`src/rtl/dmem_arbiter.sv`:
```
// Data-memory port arbiter: shares one RAM port between CPU (C) and DMA (D).
// Ports: c_*/d_* request/grant/done, mem_* RAM side, rdata, owner, busy.
module dmem_arbiter #(
  parameter int RD_LAT   = 1,
  parameter int CPU_PRIO = 0
) (
  input  logic        clock,
  input  logic        reset,
  input  logic        c_req,
  input  logic        c_we,
  input  logic [2:0]  c_op,
  input  logic [31:0] c_addr,
  input  logic [31:0] c_wdata,
  output logic        c_gnt,
  output logic        c_done,
  input  logic        d_req,
  input  logic        d_we,
  input  logic [2:0]  d_op,
  input  logic [31:0] d_addr,
  input  logic [31:0] d_wdata,
  output logic        d_gnt,
  output logic        d_done,
  output logic [31:0] rdata,
  output logic        mem_en,
  output logic        mem_we,
  output logic [2:0]  mem_op,
  output logic [31:0] mem_addr,
  output logic [31:0] mem_wdata,
  input  logic [31:0] mem_rdata,
  output logic        owner,
  output logic        busy
);

  typedef enum logic [1:0] {
    IDLE   = 2'd0,
    ACCESS = 2'd1,
    RESP   = 2'd2
  } state_t;

  localparam logic [3:0] RD_CNT = 4'(RD_LAT - 1);

  state_t      state_q;
  logic [3:0]  cnt_q;
  logic        last_q;
  logic        wr_q;
  logic        owner_q;
  logic        c_gnt_q;
  logic        d_gnt_q;
  logic        c_done_q;
  logic        d_done_q;
  logic        mem_en_q;
  logic        mem_we_q;
  logic [2:0]  mem_op_q;
  logic [31:0] mem_addr_q;
  logic [31:0] mem_wdata_q;
  logic [31:0] rdata_q;

  // Winner of the current IDLE cycle: 1 = DMA.
  // On a tie, round-robin picks whoever did not win last.
  logic win_d;
  logic sel_we_d;

  always_comb begin
    win_d = 1'b0;
    unique case (1'b1)
      (c_req && d_req):  win_d = (CPU_PRIO != 0) ? 1'b0 : ~last_q;
      (d_req && !c_req): win_d = 1'b1;
      default:           win_d = 1'b0;
    endcase
    sel_we_d = win_d ? d_we : c_we;
  end

  always_ff @(posedge clock or negedge reset) begin
    if (!reset) begin
      state_q     <= IDLE;
      cnt_q       <= 4'd0;
      last_q      <= 1'b1;
      wr_q        <= 1'b0;
      owner_q     <= 1'b0;
      c_gnt_q     <= 1'b0;
      d_gnt_q     <= 1'b0;
      c_done_q    <= 1'b0;
      d_done_q    <= 1'b0;
      mem_en_q    <= 1'b0;
      mem_we_q    <= 1'b0;
      mem_op_q    <= 3'd0;
      mem_addr_q  <= 32'd0;
      mem_wdata_q <= 32'd0;
      rdata_q     <= 32'd0;
    end else begin
      c_gnt_q  <= 1'b0;
      d_gnt_q  <= 1'b0;
      c_done_q <= 1'b0;
      d_done_q <= 1'b0;
      unique case (state_q)
        IDLE: begin
          if (c_req || d_req) begin
            wr_q        <= sel_we_d;
            mem_en_q    <= 1'b1;
            mem_we_q    <= sel_we_d;
            mem_op_q    <= win_d ? d_op : c_op;
            mem_addr_q  <= win_d ? d_addr : c_addr;
            mem_wdata_q <= win_d ? d_wdata : c_wdata;
            owner_q     <= win_d;
            last_q      <= win_d;
            c_gnt_q     <= ~win_d;
            d_gnt_q     <= win_d;
            cnt_q       <= sel_we_d ? 4'd0 : RD_CNT;
            state_q     <= ACCESS;
          end
        end
        ACCESS: begin
          // Write strobe lasts only the first ACCESS cycle.
          mem_we_q <= 1'b0;
          if (cnt_q != 4'd0) begin
            cnt_q <= cnt_q - 4'd1;
          end else begin
            if (!wr_q) rdata_q <= mem_rdata;
            mem_en_q <= 1'b0;
            c_done_q <= ~owner_q;
            d_done_q <= owner_q;
            state_q  <= RESP;
          end
        end
        RESP: begin
          state_q <= IDLE;
        end
        default: begin
          state_q <= IDLE;
        end
      endcase
    end
  end

  assign c_gnt     = c_gnt_q;
  assign d_gnt     = d_gnt_q;
  assign c_done    = c_done_q;
  assign d_done    = d_done_q;
  assign rdata     = rdata_q;
  assign mem_en    = mem_en_q;
  assign mem_we    = mem_we_q;
  assign mem_op    = mem_op_q;
  assign mem_addr  = mem_addr_q;
  assign mem_wdata = mem_wdata_q;
  assign owner     = owner_q;
  assign busy      = (state_q != IDLE);

endmodule
```
`config.mk`:
```
export PLATFORM = sky130hd
export DESIGN_NAME = dmem_arbiter
export DESIGN_NICKNAME = d
export VERILOG_FILES = /design/src/rtl/dmem_arbiter.sv
export SDC_FILE = /design/constraint.sdc
export NUM_CORES = 1
export LEC_CHECK = 0
export ABC_CLOCK_PERIOD_IN_PS = 3140
export CAP_MARGIN = 40
export CORE_MARGIN = 2
export CORE_UTILIZATION = 32
export DETAILED_ROUTE_END_ITERATION = 8
export PLACE_DENSITY = 0.69
export SKIP_LAST_GASP = 1
export SYNTH_ARGS = -nofsm -noshare
export SYNTH_HDL_FRONTEND = slang
export SYNTH_SLANG_ARGS = --single-unit
```
`constraint.sdc`:
```
create_clock -name clock -period 3.14 [get_ports clock]
set_input_delay 0.314 -clock clock [delete_from_list [all_inputs] [get_ports clock]]
set_output_delay 0.314 -clock clock [all_outputs]
set_load 0.03 [all_outputs]
```
Yosys cells after proc, flatten, opt, wreduce, memory -nomap -nowiden
Index checks and enable logic that the tools add are counted.
Widths: inputs -> output; s select.
{ "totals": {"regBits": 114, "in_bits": 172, "out_inout_bits": 107, "elab_cells": 63} }
{ "classes": {"n_addsub": 1, "n_eq_ne": 4, "muxes": 24, "bitwise": 5, "reduce_logical": 14} }
{ "ops": {"columns": ["operator", "n"], "rows": [
  ["$mux 32", 2],
  ["$mux 1", 12],
  ["$reduce_and 3->1", 3],
  ["$mux 4", 2],
  ["$pmux 4 s2", 1],
  ["$ne 2x2->1 const B", 3],
  ["$pmux 1 s2", 3],
  ["$reduce_and 2->1", 3],
  ["$not 1->1", 5],
  ["$mux 2", 2],
  ["$pmux 2 s2", 1],
  ["$reduce_bool 2->1", 2],
  ["$reduce_bool 4->1", 1],
  ["$sub 4x1->4 const B", 1],
  ["$mux 3", 1],
  ["$eq 2x1->1 const B", 1],
  ["$logic_and 1x1->1", 2],
  ["$logic_not 2->1", 1],
  ["$logic_not 1->1", 1],
  ["$logic_or 1x1->1", 1]
]} }

Depth between registers and ports, before layout
{ "depth": {"depth_word": 6, "depth_mapped": 7} }

Least setup slack after synthesis
OpenSTA, ideal clock, no wires.
{ "synth_timing": {"path_kind": "flip-flop to flip-flop", "startpoint": "register cnt_q[0]", "endpoint": "register rdata_q[10], in the netlist rdata[10]", "setup_ps": 125, "t_arrival_ps": 1796, "setup_slack_ps": 1219, "path_stages_with_launch": 8, "n_path_buf": 2, "synth_period_minus_slack_ps": 1921, "cell_sequence": "dfrtp_1 inv_1 ha_1 or3b_1 buf_6 nor3_4 buf_6 mux2_2"} }
{ "synth_between": {"elab_chain_len": 3} }
{ "synth_rtl": {"columns": ["element", "line_no", "source"], "rows": [
  ["start, declared", "43", "logic [3:0] cnt_q;"],
  ["start signal, assigned", "108", "cnt_q <= sel_we_d ? 4'd0 : RD_CNT;"],
  ["start signal, assigned", "116", "cnt_q <= cnt_q - 4'd1;"],
  ["$reduce_bool 4->1", "115", "if (cnt_q != 4'd0) begin"],
  ["$not 1->1 (no source line)", null, null],
  ["$reduce_and 3->1 (no source line)", null, null],
  ["end signal, assigned", "118", "if (!wr_q) rdata_q <= mem_rdata;"],
  ["end, declared", "56", "logic [31:0] rdata_q;"]
]} }
Every way passes these cells.
A chain may end at the register's enable or synchronous reset.

Final worst setup path
{ "layout_timing": {"startpoint": "register state_q[1]", "endpoint": "output port busy"} }
{ "layout_between": {"elab_chain_len": 1} }
{ "layout_rtl": {"columns": ["element", "line_no", "source"], "rows": [
  ["start, declared", "42", "state_t state_q;"],
  ["start signal, assigned", "75", "state_q <= IDLE;"],
  ["start signal, assigned", "109", "state_q <= ACCESS;"],
  ["start signal, assigned", "122", "state_q <= RESP;"],
  ["$reduce_bool 2->1", "146", "assign busy = (state_q != IDLE);"],
  ["end, declared", "31", "output logic busy"]
]} }
Every way passes these cells.

==> reports/metrics.csv <==
metric,value,unit
Routed WL per cell,17.7,um
Final nets,839,
Max-cap violations,0,
final cell count without fillers,866,
port bufs,278,
worst-margin pin slew,0.635,ns
Compound-Gate Fraction of Synth Area,19.9,%
Via density,4.93,
GRT Residual Overflow,0,
Post-CTS Hold Fix Bufs,1,
clock skew after layout,0.00993,ns
H-tree Lvls,4,
CTS tree,built,
mux cell area share after synthesis,15.7,%
CTS root buffer,clkbuf_16,
Cell variety after synth,30,
largest family of logic cells by synthesized area,compound AO/OA/AOI/OAI gates,
outcome,"complete, no violations",
Worst Slack Setup Final,0.787,ns
post-layout util,56.7,%
Peak VDD IR,0.000528,V
gpl congestion,0.799,
Rows,45,
Psw,3.69,mW
Starting Density,32.6,%
largest net degree at the start of global routing,67,
final setup vio count,0,
Comb pwr share,49.8,%
Layout area overhead,74.0,%
"Slew Viols, Final",0,
Placed Cells incl. Taps,833,
Die ar.,16400,um2
Hold Crit Class,in -> async,
"Hold Violations, Final",0,
DP Worst Slack,0.664,ns
number of buffers created by CTS,17,
highest clock rate,0.425,GHz
via count,4269,
Post-Synth XOR/XNOR Area,0,%
Worst setup SP type,flop,
Placed Instance Area,7870,um2
RSZ-0062 raised after global routing,false,
Period minus WS final,2.35,ns
Synthesized Nets,565,
PD cells,1120,nW/um2
yosys warns,0,
FILL cells,1252,
Resize count post-CTS,0,
Post-DP HPWL,11500,um
Die Height,128,um
Setup CP Type,reg -> out,
total track usage,19.0,%
ANT nets after route,0,
"Clk pin slew, worst setup/hold paths",0.05,ns
CTS Sinks,114,
setup TNS,0,ns
Synth Area in Simple Gates,2.19,%
drt total wl,15400,um
core area,15100,um2
Clock Latency Late Sink,0.41,ns
adder-cell share of the synthesized area,0.509,%
Setup crit end kind,output pin,
relative slew slack,57.7,%
CP Max Fanout,26,
antenna violations before repair,0,
post-route design area,8550,um2
IO Count,279,
first-pass GRT wire length,23800,um
ant diodes,0,
"Arr. time, crit path",2.04,ns
Die X,128,um
CP Data Required Time,2.83,ns
leakage power figure,3.62,nW
number of setup buffers added after CTS,0,
Clock Power Share,23.0,%
vias in the first global route,4570,
switching portion of total power,38.5,%
synthesized area per cell,12.6,um2
DR DRC count,0,
clock buffer depth,2,
share of layout cells above drive strength 1,11.7,%
Final Cycle Share,74.9,%
#FFs+latches synth,114,
Int Pwr,5.88,mW
First DRT Iteration DRCs,159,
Netlist Area Pre-Place,4920,um2
register area share after synthesis,58.1,%
DR pass1 iterations,4,
Post-Syn Instances,391,
Seq pwr share,27.2,%
placed cells by master, fill, tap and decap left out, types with 2 or more instances in the layout:
master / count
a21o_1: 2
a221o_1: 30
buf_4: 11
bufinv_16: 6
clkbuf_1: 2
clkbuf_16: 17
clkbuf_8: 3
clkdlybuf4s50_1: 277
clkinv_2: 3
dfrtp_1: 113
ha_1: 2
inv_1: 2
mux2_1: 2
mux2_2: 30
mux2i_1: 41
nand2_1: 2
nand3_1: 3
nor3_1: 2
o21a_1: 30
o21ai_0: 81
layer usage:
| metal | vias up | routed length [um] | track usage [%] |
|---|---|---|---|
| met4 | 0 | 345 | 7.50 |
| met2 | 198 | 7690 | 31.8 |
| met5 | - | 0 | 0 |
| met3 | 30 | 1240 | 6.84 |
| met1 | 2037 | 6080 | 22.2 |
| li1 | 2004 | - | - |
cell families (layout without fill, tap and decap cells):
family          Yosys count  in the layout
compound gates          147            147
flops                   114            114
mux                      73             73
buf+inv                  37            324
simple gates             18             18
fa+ha+maj                 2              2
worst max-delay path: stages, from the launching register on:
cell and delay, ns:
dfrtp_1 0.36, or2_2 0.49, clkdlybuf4s50_1 0.79
metrics by stage:
| stage | hold slack, ns | power, mW |
|---|---|---|
| finish | 0.463 | 9.57 |
| floorplan | 0.0184 | 5.38 |
| global route | 0.497 | 10.1 |
| detailed placement | 0.374 | 7.43 |
| CTS | 0.474 | 9.67 |
| global placement | 0.364 | 7.31 |
cell usage after synthesis:
master / n / area share (%)
a21bo_1: 1 / 0.20
a21o_1: 2 / 0.31
o2bb2ai_1: 1 / 0.18
ha_1: 2 / 0.51
o21ai_0: 81 / 8.2
inv_1: 2 / 0.15
nand2b_1: 1 / 0.13
buf_1: 1 / 0.076
nor2b_1: 1 / 0.13
dfrtp_1: 113 / 58
nand3_1: 3 / 0.31
buf_2: 10 / 1.0
o21a_1: 30 / 4.6
nor3_1: 2 / 0.20
nand2_1: 2 / 0.15
mux2_1: 2 / 0.46
o211ai_1: 1 / 0.15
or2_1: 2 / 0.25
and2_1: 1 / 0.13
or3b_1: 1 / 0.18
nor2_1: 3 / 0.23
buf_6: 4 / 0.92
o21ai_1: 1 / 0.10
nor3b_1: 1 / 0.15
mux2_2: 30 / 6.9
clkbuf_1: 20 / 1.5
mux2i_1: 41 / 8.3
dfstp_2: 1 / 0.53
a221o_1: 30 / 6.1
nor3_4: 1 / 0.33
power groups by stage:
| stage | combinational (mW) | clock, mW | sequential, mW |
|---|---|---|---|
| 4_1_cts | 4.82 | 2.24 | 2.61 |
| 6_report | 4.77 | 2.20 | 2.60 |
| 3_5_place_dp | 4.82 | 0 | 2.62 |
| 2_1_floorplan | 1.50 | 0 | 3.88 |
| 5_1_grt | 5.08 | 2.32 | 2.70 |
| 3_3_place_gp | 4.71 | 0 | 2.60 |
layout make-up:
type	count	area [um2]	area share, %
clock buffers	22	474	5.54
repair buffers	290	2890	33.7
inverters	2	7.51	0.0878
multi-input cells	240	1900	22.2
well taps	188	235	2.75
clock inverters	10	203	2.37
flip-flops and latches	114	2850	33.4
sequential cells by signal (all words and copies together), names as in the netlist:
register   cells
mem_addr      32
mem_wdata     32
rdata         32
cnt_q          4
mem_op         3
state_q        2
c_done         1
c_gnt          1
d_done         1
d_gnt          1
last_q         1
mem_en         1
mem_we         1
owner          1
wr_q           1
final timing paths:
check,start,end,slack (ns),depth (start not counted)
worst max-delay path,state_q[1],busy,0.79,2
worst min-delay path,reset,rdata[10],0.46,2
worst max register to register,cnt_q[0],rdata[24],0.88,6
worst min register to register,cnt_q[3],cnt_q[3],0.47,1
max in group asynchronous,reset,mem_addr[22],1.89,3
min in group clock,cnt_q[3],cnt_q[3],0.47,1
Power figures use the tool's default switching activity.
